## src/rtl/poly_add_ctrl_if.sv

```systemverilog
// -----------------------------------------------------------------------------
// poly_add_ctrl_if
// Operand/result RAM bus between the modular vector adder and its coefficient
// memories.
//   rd_en, rd_addr   : read strobe/address to operand RAMs A and B
//   rd_a, rd_b       : operand data, valid one cycle after rd_en
//   wr_en, wr_addr   : result RAM write strobe/address
//   wr_data          : result coefficient
// master = controller side, slave = RAM side.
// -----------------------------------------------------------------------------
interface poly_add_ctrl_if #(
   parameter int DW = 12,
   parameter int AW = 8
);
   logic          rd_en;
   logic [AW-1:0] rd_addr;
   logic [DW-1:0] rd_a;
   logic [DW-1:0] rd_b;
   logic          wr_en;
   logic [AW-1:0] wr_addr;
   logic [DW-1:0] wr_data;

   modport master (
      output rd_en, rd_addr, wr_en, wr_addr, wr_data,
      input  rd_a, rd_b
   );

   modport slave (
      input  rd_en, rd_addr, wr_en, wr_addr, wr_data,
      output rd_a, rd_b
   );
endinterface

```

## src/rtl/poly_add_ctrl.sv

```systemverilog
// -----------------------------------------------------------------------------
// poly_add_ctrl
// Streams N coefficient pairs out of RAMs A and B, adds them modulo p and
// writes the results to the result RAM, one coefficient per cycle.
//   clk, rst   : clock, synchronous active-high reset
//   start      : launch one vector operation (sampled only when idle)
//   len        : coefficient count N, 0..2^AW, captured with start
//   neg_p      : 2^DW - p, captured with start
//   busy, done : busy outside IDLE; done pulses for one cycle at the end
//   ram        : read/write RAM bus (master side)
// Pipeline: read issue -> RAM data valid -> registered write, so the write for
// index k lands two cycles after its read strobe.
// DW defaults to 12 (the ntt datawidth); override at instantiation if needed.
// -----------------------------------------------------------------------------
module poly_add_ctrl #(
   parameter int DW = 12,
   parameter int AW = 8
) (
   input  logic                  clk,
   input  logic                  rst,
   input  logic                  start,
   input  logic [AW:0]           len,
   input  logic [DW-1:0]         neg_p,
   output logic                  busy,
   output logic                  done,
   poly_add_ctrl_if.master       ram
);

   typedef enum logic [1:0] {IDLE, RUN, DRAIN, FIN} state_t;

   state_t        state_q,   state_d;
   logic [AW:0]   len_q,     len_d;
   logic [AW:0]   idx_q,     idx_d;     // AW+1 bits so N=2^AW does not wrap
   logic [DW-1:0] neg_p_q,   neg_p_d;
   logic          rd_en_q,   rd_en_d;
   logic [AW-1:0] rd_addr_q, rd_addr_d;
   logic          rvld_q,    rvld_d;    // read data valid this cycle
   logic [AW-1:0] raddr_q,   raddr_d;   // address matching the valid data
   logic          wr_en_q,   wr_en_d;
   logic [AW-1:0] wr_addr_q, wr_addr_d;
   logic [DW-1:0] wr_data_q, wr_data_d;
   logic [DW:0]   s1, s2;

   always_ff @(posedge clk) begin
      if (rst) begin
         state_q   <= IDLE;
         len_q     <= '0;
         idx_q     <= '0;
         neg_p_q   <= '0;
         rd_en_q   <= 1'b0;
         rd_addr_q <= '0;
         rvld_q    <= 1'b0;
         raddr_q   <= '0;
         wr_en_q   <= 1'b0;
         wr_addr_q <= '0;
         wr_data_q <= '0;
      end else begin
         state_q   <= state_d;
         len_q     <= len_d;
         idx_q     <= idx_d;
         neg_p_q   <= neg_p_d;
         rd_en_q   <= rd_en_d;
         rd_addr_q <= rd_addr_d;
         rvld_q    <= rvld_d;
         raddr_q   <= raddr_d;
         wr_en_q   <= wr_en_d;
         wr_addr_q <= wr_addr_d;
         wr_data_q <= wr_data_d;
      end
   end

   always_comb begin
      // a+b-p is taken when a+b+(2^DW-p) carries out of DW bits, i.e. a+b >= p
      s1 = {1'b0, ram.rd_a} + {1'b0, ram.rd_b};
      s2 = s1 + {1'b0, neg_p_q};

      state_d   = state_q;
      len_d     = len_q;
      idx_d     = idx_q;
      neg_p_d   = neg_p_q;
      rd_en_d   = 1'b0;
      rd_addr_d = rd_addr_q;
      rvld_d    = rd_en_q;
      raddr_d   = rd_addr_q;
      wr_en_d   = rvld_q;
      wr_addr_d = wr_addr_q;
      wr_data_d = wr_data_q;

      if (rvld_q) begin
         wr_addr_d = raddr_q;
         wr_data_d = s2[DW] ? s2[DW-1:0] : s1[DW-1:0];
      end

      case (state_q)
         IDLE: begin
            if (start) begin
               len_d   = len;
               neg_p_d = neg_p;
               if (len != '0) begin
                  // index 0 is issued on the cycle right after the start edge
                  rd_en_d   = 1'b1;
                  rd_addr_d = '0;
                  idx_d     = (AW+1)'(1);
                  state_d   = RUN;
               end else begin
                  idx_d   = '0;
                  state_d = FIN;
               end
            end
         end
         RUN: begin
            if (idx_q == len_q) begin
               state_d = DRAIN;
            end else begin
               rd_en_d   = 1'b1;
               rd_addr_d = idx_q[AW-1:0];
               idx_d     = idx_q + (AW+1)'(1);
            end
         end
         DRAIN: begin
            // final write is on the bus and nothing is left behind it
            if (wr_en_q && !rvld_q) state_d = FIN;
         end
         FIN: begin
            state_d = IDLE;
         end
         default: state_d = IDLE;
      endcase
   end

   assign busy        = (state_q != IDLE);
   assign done        = (state_q == FIN);
   assign ram.rd_en   = rd_en_q;
   assign ram.rd_addr = rd_addr_q;
   assign ram.wr_en   = wr_en_q;
   assign ram.wr_addr = wr_addr_q;
   assign ram.wr_data = wr_data_q;

endmodule

```

## src/flat_wrapper.sv

```systemverilog
// flat-port wrapper written by rule: the top's interface ports become plain ports
module poly_add_ctrl_flat 
#(
   parameter int DW = 12,
   parameter int AW = 8
)
  (clk, rst, start, len, neg_p, busy, done, ram_rd_en, ram_rd_addr, ram_wr_en, ram_wr_addr, ram_wr_data, ram_rd_a, ram_rd_b);
  poly_add_ctrl_if #(.DW(DW), .AW(AW)) ram_i ();
  input  logic clk;
  input  logic rst;
  input  logic start;
  input  logic [AW:0] len;
  input  logic [DW-1:0] neg_p;
  output logic busy;
  output logic done;
  output wire logic [$bits(ram_i.rd_en)-1:0] ram_rd_en;
  output wire logic [$bits(ram_i.rd_addr)-1:0] ram_rd_addr;
  output wire logic [$bits(ram_i.wr_en)-1:0] ram_wr_en;
  output wire logic [$bits(ram_i.wr_addr)-1:0] ram_wr_addr;
  output wire logic [$bits(ram_i.wr_data)-1:0] ram_wr_data;
  input wire logic [$bits(ram_i.rd_a)-1:0] ram_rd_a;
  input wire logic [$bits(ram_i.rd_b)-1:0] ram_rd_b;
  assign ram_rd_en = ram_i.rd_en;
  assign ram_rd_addr = ram_i.rd_addr;
  assign ram_wr_en = ram_i.wr_en;
  assign ram_wr_addr = ram_i.wr_addr;
  assign ram_wr_data = ram_i.wr_data;
  assign ram_i.rd_a = ram_rd_a;
  assign ram_i.rd_b = ram_rd_b;
  poly_add_ctrl #(.DW(DW), .AW(AW)) u_core (.clk(clk), .rst(rst), .start(start), .len(len), .neg_p(neg_p), .busy(busy), .done(done), .ram(ram_i));
endmodule
```

## config.mk

```make
export PLATFORM = sky130hd
export DESIGN_NAME = poly_add_ctrl_flat
export DESIGN_NICKNAME = d
export VERILOG_FILES = /design/src/rtl/poly_add_ctrl_if.sv /design/src/rtl/poly_add_ctrl.sv /design/src/flat_wrapper.sv
export SDC_FILE = /design/constraint.sdc
export NUM_CORES = 1
export LEC_CHECK = 0
export ABC_AREA = 0
export ABC_CLOCK_PERIOD_IN_PS = 5300
export BUFFER_PORTS_ARGS = -buffer_cell sky130_fd_sc_hd__buf_2
export CORE_AREA = 2 2 85 87
export DETAILED_ROUTE_END_ITERATION = 12
export DIE_AREA = 0 0 87 89
export PLACE_DENSITY = 0.93
export REMOVE_ABC_BUFFERS = 1
export SYNTH_ARGS = -nofsm -noshare
export SYNTH_HDL_FRONTEND = slang
export SYNTH_SLANG_ARGS = --single-unit
```

## constraint.sdc

```tcl
create_clock -name clk -period 5.3 [get_ports clk]
set_input_delay 0.53 -clock clk [delete_from_list [all_inputs] [get_ports clk]]
set_output_delay 0.53 -clock clk [all_outputs]
set_load 0.005 [all_outputs]
```

==> flow_summary.ini, run 1 <==
[logic_synthesis]
synth_ff_type = dfxtp_1
ys_ff_latch = 71
ys_seq_area_frac = 0.3640
synthTopCellsByArea = dfxtp_1 (36%), ha_1 (9.6%), nand2_1 (6.8%)
yosysUniqueCellTypes = 57
yosysWarnings = 0
yosysTopAreaCell = dfxtp_1
synth_area_um2 = 3905
async_flop_share = 0
syn-instance-count = 462
synth_edf_count = 0
synth.avg_cell_area_um2 = 8.452
yosysTopAreaCellShare = 0.3640

[routing]
vias_per_cell = 5.771
wirelength_um = 9052
antenna_left = 0
wl_per_cell_um = 14.62
drc = 0
drt_pre_antenna_iters = 5
vias = 3572
first_iter_violations = 173

[worst_setup_path]
cp_max_fo = 15
worstPathRequired_ns = 5.55
cp.arrival_ns = 4.34
crit_buf_inv = 2
path_cells = buf_2 -> ha_1 -> fa_1 -> a211oi_2 -> o21ai_1 -> a21o_1 -> a211o_2 -> o311ai_0 -> ha_1 -> a211oi_1 -> a21oi_1 -> a21bo_2 -> xnor2_2 -> buf_4 -> nor3_1 -> a311o_1
crit_family = compound AO/OA/AOI/OAI gates
max_stage_delay_ns = 0.44
crit_top_cell = ha_1
cpMaxStageDelayCell = fa_1
start_kind = input pin
path_class = input pin to flop
cp-end-kind = flop

[cells_and_area]
antenna_cells = 0
drive_gt1_frac = 0.1967
area_growth_pct = 15.89
final_common_cell = buf_2
design_area_um2 = 4526
fin_nets = 614
layoutNonFillerInstCount = 619
layout_common_cells = buf_2 (79), nand2_1 (71), dfxtp_1 (71)

[grt]
grt_pass1_vias = 3282
grt_max_degree = 33
grt_first_pass_wirelength_um = 14550
grt_overflow = 0
grt_use_total = 0.2381
antenna_found_initial = 0

[run]
max_cap_viol_count = 0

[timing]
finalHoldViolations = 0
rsz0062_at_grt = no
slew_viol_final = 0
fin_crit_ns = 4.093
tightest_slew_ns = 1.134
setup_viol = 0
fin_crit_sh = 0.7723
skew_ns = 0.009543
fin_setup_tns_ns = 0
slew_headroom = 0.2434
max_clock_freq_mhz = 244.3

[cts]
cts_buffers = 9
cts.clk_slew.worst_paths_ns = 0.08
numClockSinks = 71
hold_buffers = 0
ctsResizeCount = 0
cts_max_path_buffers = 2
clk_latency_ns = 0.36
cts_root_buf = clkbuf_8
cts.htree.levels = 3
post_cts_buffers = 0
tritoncts = yes

[floorplan]
fp-row-count = 30
core_area_um2 = 6719
die_h_um = 89
die_area_um2 = 7743
io_pins = 80
start_util = 0.5812
dieWidth_um = 87

[placed_design]
placed_area_um2 = 4330
hpwl_um = 6563
place_congestion = 0.8881
placed_cells = 603
io_buffers = 79

[power]
cellLeakagePower_nw = 2.007
ir_drop_v = 0.0002416
power_density_nw_per_um2 = 378.6

[worst_hold_path]
min_path_type = input pin to flop

[status]
status = complete, no violations
## cell families (layout without fill, tap and decap cells)
kind of cell,Yosys count,count (layout),share of synthesized area
compound gates,112,112,0.1874
simple gates,167,167,0.1903
flops,71,71,0.3640
buf+inv,30,107,0.03236
xor+xnor,33,33,0.07594
fa+ha+maj,32,32,0.1064
mux,17,17,0.04357
## registers in the layout (all words and copies together) (netlist names)
signal and flops:
u_core.len_q 9, u_core.ram.rd_addr 8, u_core.rvld_q 1, u_core.idx_q 9, u_core.ram.wr_data 12, u_core.ram.wr_addr 8, u_core.raddr_q 8, u_core.neg_p_q 12
u_core.ram.wr_en 1, u_core.state_q 2, u_core.ram.rd_en 1
## through the flow
stage	hold WS (ns)	total power [mW]	worst slack, ns	util
after floorplan	0.4346	1.107	1.226	-
after global placement	0.4506	1.244	1.175	0.6445
after detailed placement	0.4535	1.277	0.9983	0.6445
after CTS	0.4011	1.710	1.240	0.6736
after global routing	0.4182	1.821	1.000	0.6736
final	0.4062	1.713	1.207	0.6736
## report_power, final
group          internal (mW)  leakage (nW)  switching, mW
sequential             0.593         0.577         0.0447
clock                  0.217        0.0916          0.212
combinational          0.265          1.34          0.381
total                   1.08          2.01          0.638
## worst paths after layout
kind,startpoint,end,slack (ns),cells after the start
max,ram_rd_b[0],u_core.ram.wr_data[7]$_SDFFE_PP0P_,1.21,16
min,neg_p[2],u_core.neg_p_q[2]$_SDFFE_PP0P_,0.41,3
max reg2reg,u_core.state_q[0]$_SDFFE_PP0P_,u_core.idx_q[8]$_SDFFE_PP0P_,2.16,9
min reg2reg,u_core.neg_p_q[0]$_SDFFE_PP0P_,u_core.neg_p_q[0]$_SDFFE_PP0P_,0.47,2
## synth_stat cells, types with 2 or more instances
library cell and number:
a2111oi_0 2, a211oi_1 16, a21o_1 6, a21oi_1 41, a31oi_1 4, and2_1 2
buf_2 4, clkbuf_1 14, dfxtp_1 71, fa_1 2, ha_1 30, inv_1 9
mux2i_1 17, nand2_1 71, nand2b_1 6, nand3_1 8, nand4_1 2, nor2_1 46
nor2b_1 12, nor3_1 8, nor4_1 3, o21ai_0 18, o21bai_1 5, or3_1 2
xnor2_1 16, xor2_1 16
## final cells by class
| cell class | count | area, um^2 |
|---|---|---|
| Tap cell | 80 | 100.1 |
| Multi-Input combinational cell | 361 | 2357 |
| Clock inverter | 7 | 71.32 |
| Fill cell | 526 | 2193 |
| Timing Repair Buffer | 82 | 417.9 |
| Clock buffer | 9 | 123.9 |
| Sequential cell | 71 | 1421 |
| Inverter | 9 | 33.78 |
## metal layers
layer | vias to the layer above | global-route usage | part of all wire
met5 | - | 0 | 0
met4 | 0 | 0.09659 | 0.017
met3 | 20 | 0.05171 | 0.071
met2 | 142 | 0.4275 | 0.49
met1 | 1636 | 0.2755 | 0.42
li1 | 1774 | - | -
## worst min-delay path, stage by stage
cell and delay, ns:
buf_2 0.09, nand2_1 0.05, a21oi_1 0.05
(Power assumes the default switching activity.)
==> run 2, diff against run 1 <==
- ABC_AREA: 0 -> 1
- ABC_CLOCK_PERIOD_IN_PS: 5300 -> 4080
- CORE_AREA: 2 2 85 87 -> 2 2 93 95
- DIE_AREA: 0 0 87 89 -> 0 0 95 97
- PLACE_DENSITY: 0.93 -> 0.89
- clock period: 5.3 -> 4.08 ns (I/O delays scaled with it)
==> flow_summary.ini, run 2 <==
[cells_and_area]
drive_gt1_frac = 0.1372
layout_common_cells = nand2_1 (199), inv_1 (103), nor2_1 (97)
fin_nets = 855
fill_cells = 717
antenna_cells = 0
design_area_um2 = 5131
finalCoreUtilization = 0.6308
layoutNonFillerInstCount = 885
final_common_cell = nand2_1
area_growth_pct = 13.32

[logic_synthesis]
ys_seq_area_frac = 0.3139
synth_edf_count = 0
synth-compound-area-share = 0.08041
syn-instance-count = 707
yosysWarnings = 0
yosysTopAreaCellShare = 0.3139
synth_xor_area_frac = 0.05029
yosysTopAreaCell = dfxtp_1
synth_top_family_by_area = simple AND/OR/NAND/NOR gates
yosys.area_share.simple = 0.3520
yosysUniqueCellTypes = 28
synth.avg_cell_area_um2 = 6.405
synthMuxAreaShare = 0
synth_adder_area_share = 0.09174
synth_area_um2 = 4528
synth_ff_type = dfxtp_1
ys_ff_latch = 71
yosys-top-cells-count = nand2_1 (199), inv_1 (103), nor2_1 (97)
synthTopCellsByArea = dfxtp_1 (31%), nand2_1 (16%), inv_1 (8.5%)
synth_most_common_cell = nand2_1
async_flop_share = 0

[timing]
rsz0062_at_grt = no
setup_slack_ns = 1.046
finalHoldViolations = 0
setup_viol = 0
skew_ns = 0.01145
max_clock_freq_mhz = 329.5
fin_setup_tns_ns = 0
hold_slack_ns = 0.2989
slew_viol_final = 0
fin_crit_ns = 3.035
tightest_slew_ns = 1.211
slew_headroom = 0.1920
fin_crit_sh = 0.7438

[routing]
wirelength_um = 11060
drt_pre_antenna_iters = 5
drc = 0
vias_per_cell = 5.262
first_iter_violations = 302
antenna_left = 0
wl_per_cell_um = 12.50
vias = 4657

[cts]
ctsResizeCount = 0
cts.clk_slew.worst_paths_ns = 0.08
cts_root_buf = clkbuf_8
clk_latency_ns = 0.36
tritoncts = yes
numClockSinks = 71
hold_buffers = 0
cts.htree.levels = 3
cts_buffers = 9
post_cts_buffers = 0
cts_max_path_buffers = 2

[grt]
gr-max-usage-layer = met2
grt_overflow = 0
grt_util_met1 = 0.3083
grt_first_pass_wirelength_um = 18470
grt_max_degree = 49
grt.met3_usage = 0.05062
met2_usage = 0.4086
grt_use_total = 0.2468
grt_pass1_vias = 4290
antenna_found_initial = 0

[floorplan]
io_pins = 80
die_h_um = 97
die_area_um2 = 9215
start_util = 0.5567
core_area_um2 = 8134
dieWidth_um = 95
fp-row-count = 33

[placed_design]
placed_cells = 869
place_congestion = 0.9191
io_buffers = 79
place_ws_ns = 0.7206
hpwl_um = 8265
placed_area_um2 = 4947

[worst_setup_path]
start_kind = input pin
path_class = input pin to flop
cp-end-kind = flop
cp_max_fo = 12
cp.arrival_ns = 3.25
worstPathRequired_ns = 4.30

[power]
power_density_nw_per_um2 = 554.9
cellLeakagePower_nw = 2.827
ir_drop_v = 0.0004265
total_power_mw = 2.848

[worst_hold_path]
min_path_type = input pin to flop

[status]
status = complete, no violations

[run]
max_cap_viol_count = 0
[run 2: cell types whose count changed after synthesis, sizes merged, moves of 16 or more]
cell / previous run / this run
nand2: 71 / 202
inv: 9 / 104
mux2i: 17 / 0
a211oi: 17 / 0
nor2: 46 / 100
nand3: 8 / 54
nand4: 2 / 18
[run 2: logic make-up (layout without fill, tap and decap cells)]
| family | Yosys count | after routing |
|---|---|---|
| compound gates | 70 | 70 |
| buf+inv | 127 | 200 |
| xor+xnor | 26 | 26 |
| simple gates | 381 | 381 |
| fa+ha+maj | 32 | 32 |
| flops | 71 | 71 |
[run 2: layout make-up]
type	instances	area [um^2]	share of cell area
Inverter	104	390.4	0.07608
Timing Repair Buffer	80	402.9	0.07852
Clock inverter	7	60.06	0.01170
Clock buffer	9	123.9	0.02414
Tap cell	105	131.4	0.02560
Multi-Input combinational cell	509	2601	0.5069
Sequential cell	71	1421	0.2770
[run 2: worst paths after layout]
kind / slack [ns] / start / endpoint / cells past startpoint
worst max-delay path: 1.05 / ram_rd_b[0] / u_core.ram.wr_data[6]$_SDFFE_PP0P_ / 22
worst min-delay path: 0.30 / neg_p[11] / u_core.neg_p_q[11]$_SDFFE_PP0P_ / 3
worst max register to register: 1.74 / u_core.state_q[1]$_SDFFE_PP0P_ / u_core.ram.rd_addr[0]$_SDFFE_PP0P_ / 8
worst min register to register: 0.45 / u_core.ram.rd_en$_SDFF_PP0_ / u_core.rvld_q$_SDFF_PP0_ / 2
[run 2: layer usage]
layer  part of all wire  wire (um)  vias up
met4              0.025        273        0
met3              0.064        709       30
met5                  0          0        -
li1                   -          -     2345
met1               0.43       4788     2085
met2               0.48       5289      197
[run 2: worst max-delay path: stages]
cell and delay [ns]:
buf_2 0.10, ha_1 0.23, fa_1 0.44, nand3_1 0.13, nand2_1 0.13, nand2_1 0.08, nand2_1 0.06, xnor2_1 0.19
inv_1 0.08, ha_1 0.34, nand2_1 0.12, inv_1 0.05, nand2_1 0.05, nand2_1 0.06, nand2_1 0.08, nand2_1 0.05
nor2_1 0.13, nand2_1 0.08, nand2_2 0.19, nand2_1 0.08, nand3_1 0.09, a21oi_1 0.08
[run 2: power by group]
group | internal (mW) | switching [mW] | total, mW
clock network | 0.231 | 0.304 | 0.535
registers | 0.862 | 0.112 | 0.974
logic | 0.487 | 0.852 | 1.34
total | 1.58 | 1.27 | 2.85
==> run 3, diff against run 2 <==
- ABC_AREA: 1 -> 0
- ABC_CLOCK_PERIOD_IN_PS: 4080 -> 2800
- CORE_AREA: 2 2 93 95 -> 2 2 88 90
- DIE_AREA: 0 0 95 97 -> 0 0 90 92
- PLACE_DENSITY: 0.89 -> 0.88
- clock period: 4.08 -> 2.8 ns (I/O delays scaled with it)
==> flow_summary.ini, run 3 (synthesis results as in run 1) <==
[cells_and_area]
finalCoreUtilization = 0.7056
layout_common_cells = buf_2 (77), dfxtp_1 (71), nand2_1 (70)
design_area_um2 = 5255
fin_nets = 670
antenna_cells = 0
drive_gt1_frac = 0.3076
final_common_cell = buf_2
layoutNonFillerInstCount = 697
area_growth_pct = 34.57

[cts]
hold_buffers = 0
cts_root_buf = clkbuf_8
cts_max_path_buffers = 2
numClockSinks = 71
cts_buffers = 9
cts.clk_slew.worst_paths_ns = 0.08
clk_latency_ns = 0.36
cts.htree.levels = 3
tritoncts = yes

[floorplan]
die_h_um = 92
io_pins = 80
core_area_um2 = 7447
fp-row-count = 32
dieWidth_um = 90
start_util = 0.5244
die_area_um2 = 8280

[routing]
antenna_left = 0
drt_pre_antenna_iters = 4
first_iter_violations = 170
vias = 3817
wirelength_um = 10830
drc = 0
wl_per_cell_um = 15.54
vias_per_cell = 5.476

[power]
ir_drop_v = 0.0005260
swShare = 0.3724
p_switching_mw = 1.422
internal_power_mw = 2.397
comb_power_share = 0.434
p_seq_frac = 0.322
cellLeakagePower_nw = 2.374
power.share.clock = 0.244
power_density_nw_per_um2 = 726.8

[placed_design]
placed_area_um2 = 4738
place_congestion = 0.8840
placed_cells = 674
io_buffers = 79
hpwl_um = 7373

[run]
max_cap_viol_count = 0

[worst_setup_path]
start_kind = input pin
cp_max_fo = 6
worstPathRequired_ns = 3.06
cp-end-kind = flop
cp.arrival_ns = 3.58
path_class = input pin to flop

[timing]
finalHoldViolations = 0
rsz0062_at_grt = yes
slew_headroom = 0.5481
setup_slack_ns = -0.5219
tightest_slew_ns = 0.6770
fin_crit_ns = 3.322
skew_ns = 0.01165
fin_crit_sh = 1.186
hold_slack_ns = 0.1557
slew_viol_final = 0
setup_viol = 12
max_clock_freq_mhz = 301.0

[status]
violations = setup timing
status = finished with violations

[grt]
grt_max_degree = 23
antenna_found_initial = 0
grt_use_total = 0.2517
grt_overflow = 0
grt_first_pass_wirelength_um = 16970
grt_pass1_vias = 3822

[worst_hold_path]
min_path_type = input pin to flop
run 3: changes by cell type in the layout (fill, tap and decap cells not counted), moves of 13 or more:
cell,delta
nand2_1,-129
inv_1,-94
buf_4,+54
nor2_1,-52
nand3_1,-45
o21ai_0,-18
mux2i_1,+17
nand4_1,-16
a211oi_1,+13
run 3: critical path, cell delays in order:
cell and delay [ns]:
buf_6 0.10, ha_4 0.15, fa_2 0.34, a211oi_2 0.23, o21ai_1 0.13, a21o_1 0.23
a211o_2 0.38, o311ai_4 0.12, ha_4 0.28, a211oi_4 0.25, a21oi_2 0.09, a21bo_4 0.21
xnor2_4 0.11, buf_4 0.17, a31o_1 0.21, a311oi_1 0.29
run 3: layout make-up:
type / instances / area (um^2)
clock buffer: 9 / 123.9
clock inverter: 7 / 102.6
fill: 553 / 2192
inverter: 9 / 33.78
multi-input combinational: 361 / 2571
sequential: 71 / 1421
tap: 102 / 127.6
timing repair buffer: 138 / 874.6
run 3: per-layer routing:
metal  vias to the layer above  GRT usage  wire, um
met3                        37    0.05177       628
met5                         -          0         0
met2                       132     0.4712      5771
li1                       1877          -         -
met1                      1771     0.2736      4116
met4                         0     0.1103       316
run 3: timing repair:
item | 4_1_cts | 5_1_grt
gates resized for setup | 18 | 26
setup endpoints to repair | 12 | 12
pin swaps | 25 | 22
setup buffers | 2 | 6
run 3: final timing paths:
kind | startpoint | to | slack [ns] | depth (start not counted)
setup / recovery | ram_rd_a[0] | u_core.ram.wr_data[10]$_SDFFE_PP0P_ | -0.52 | 16
hold / removal | neg_p[1] | u_core.neg_p_q[1]$_SDFFE_PP0P_ | 0.16 | 3
setup reg to reg | u_core.neg_p_q[0]$_SDFFE_PP0P_ | u_core.ram.wr_data[10]$_SDFFE_PP0P_ | 0.11 | 10
hold reg to reg | u_core.neg_p_q[5]$_SDFFE_PP0P_ | u_core.neg_p_q[5]$_SDFFE_PP0P_ | 0.47 | 2
run 3: stage by stage:
stage                     TNS, ns  power (mW)  worst slack (ns)
after floorplan            -11.59       2.095            -1.024
after global placement     -10.24       2.554           -0.8685
after detailed placement   -12.35       2.630            -1.056
after CTS                  -4.847       3.643           -0.4276
after global routing       -6.105       4.033           -0.6035
final                      -4.756       3.819           -0.5219
run 3: power by group through the flow:
stage / registers (mW) / logic, mW / clock network, mW
after floorplan: 1.23 / 0.868 / 0
after global placement: 1.24 / 1.32 / 0
after detailed placement: 1.24 / 1.39 / 0
after CTS: 1.22 / 1.48 / 0.945
after global routing: 1.24 / 1.79 / 0.996
final: 1.23 / 1.66 / 0.932
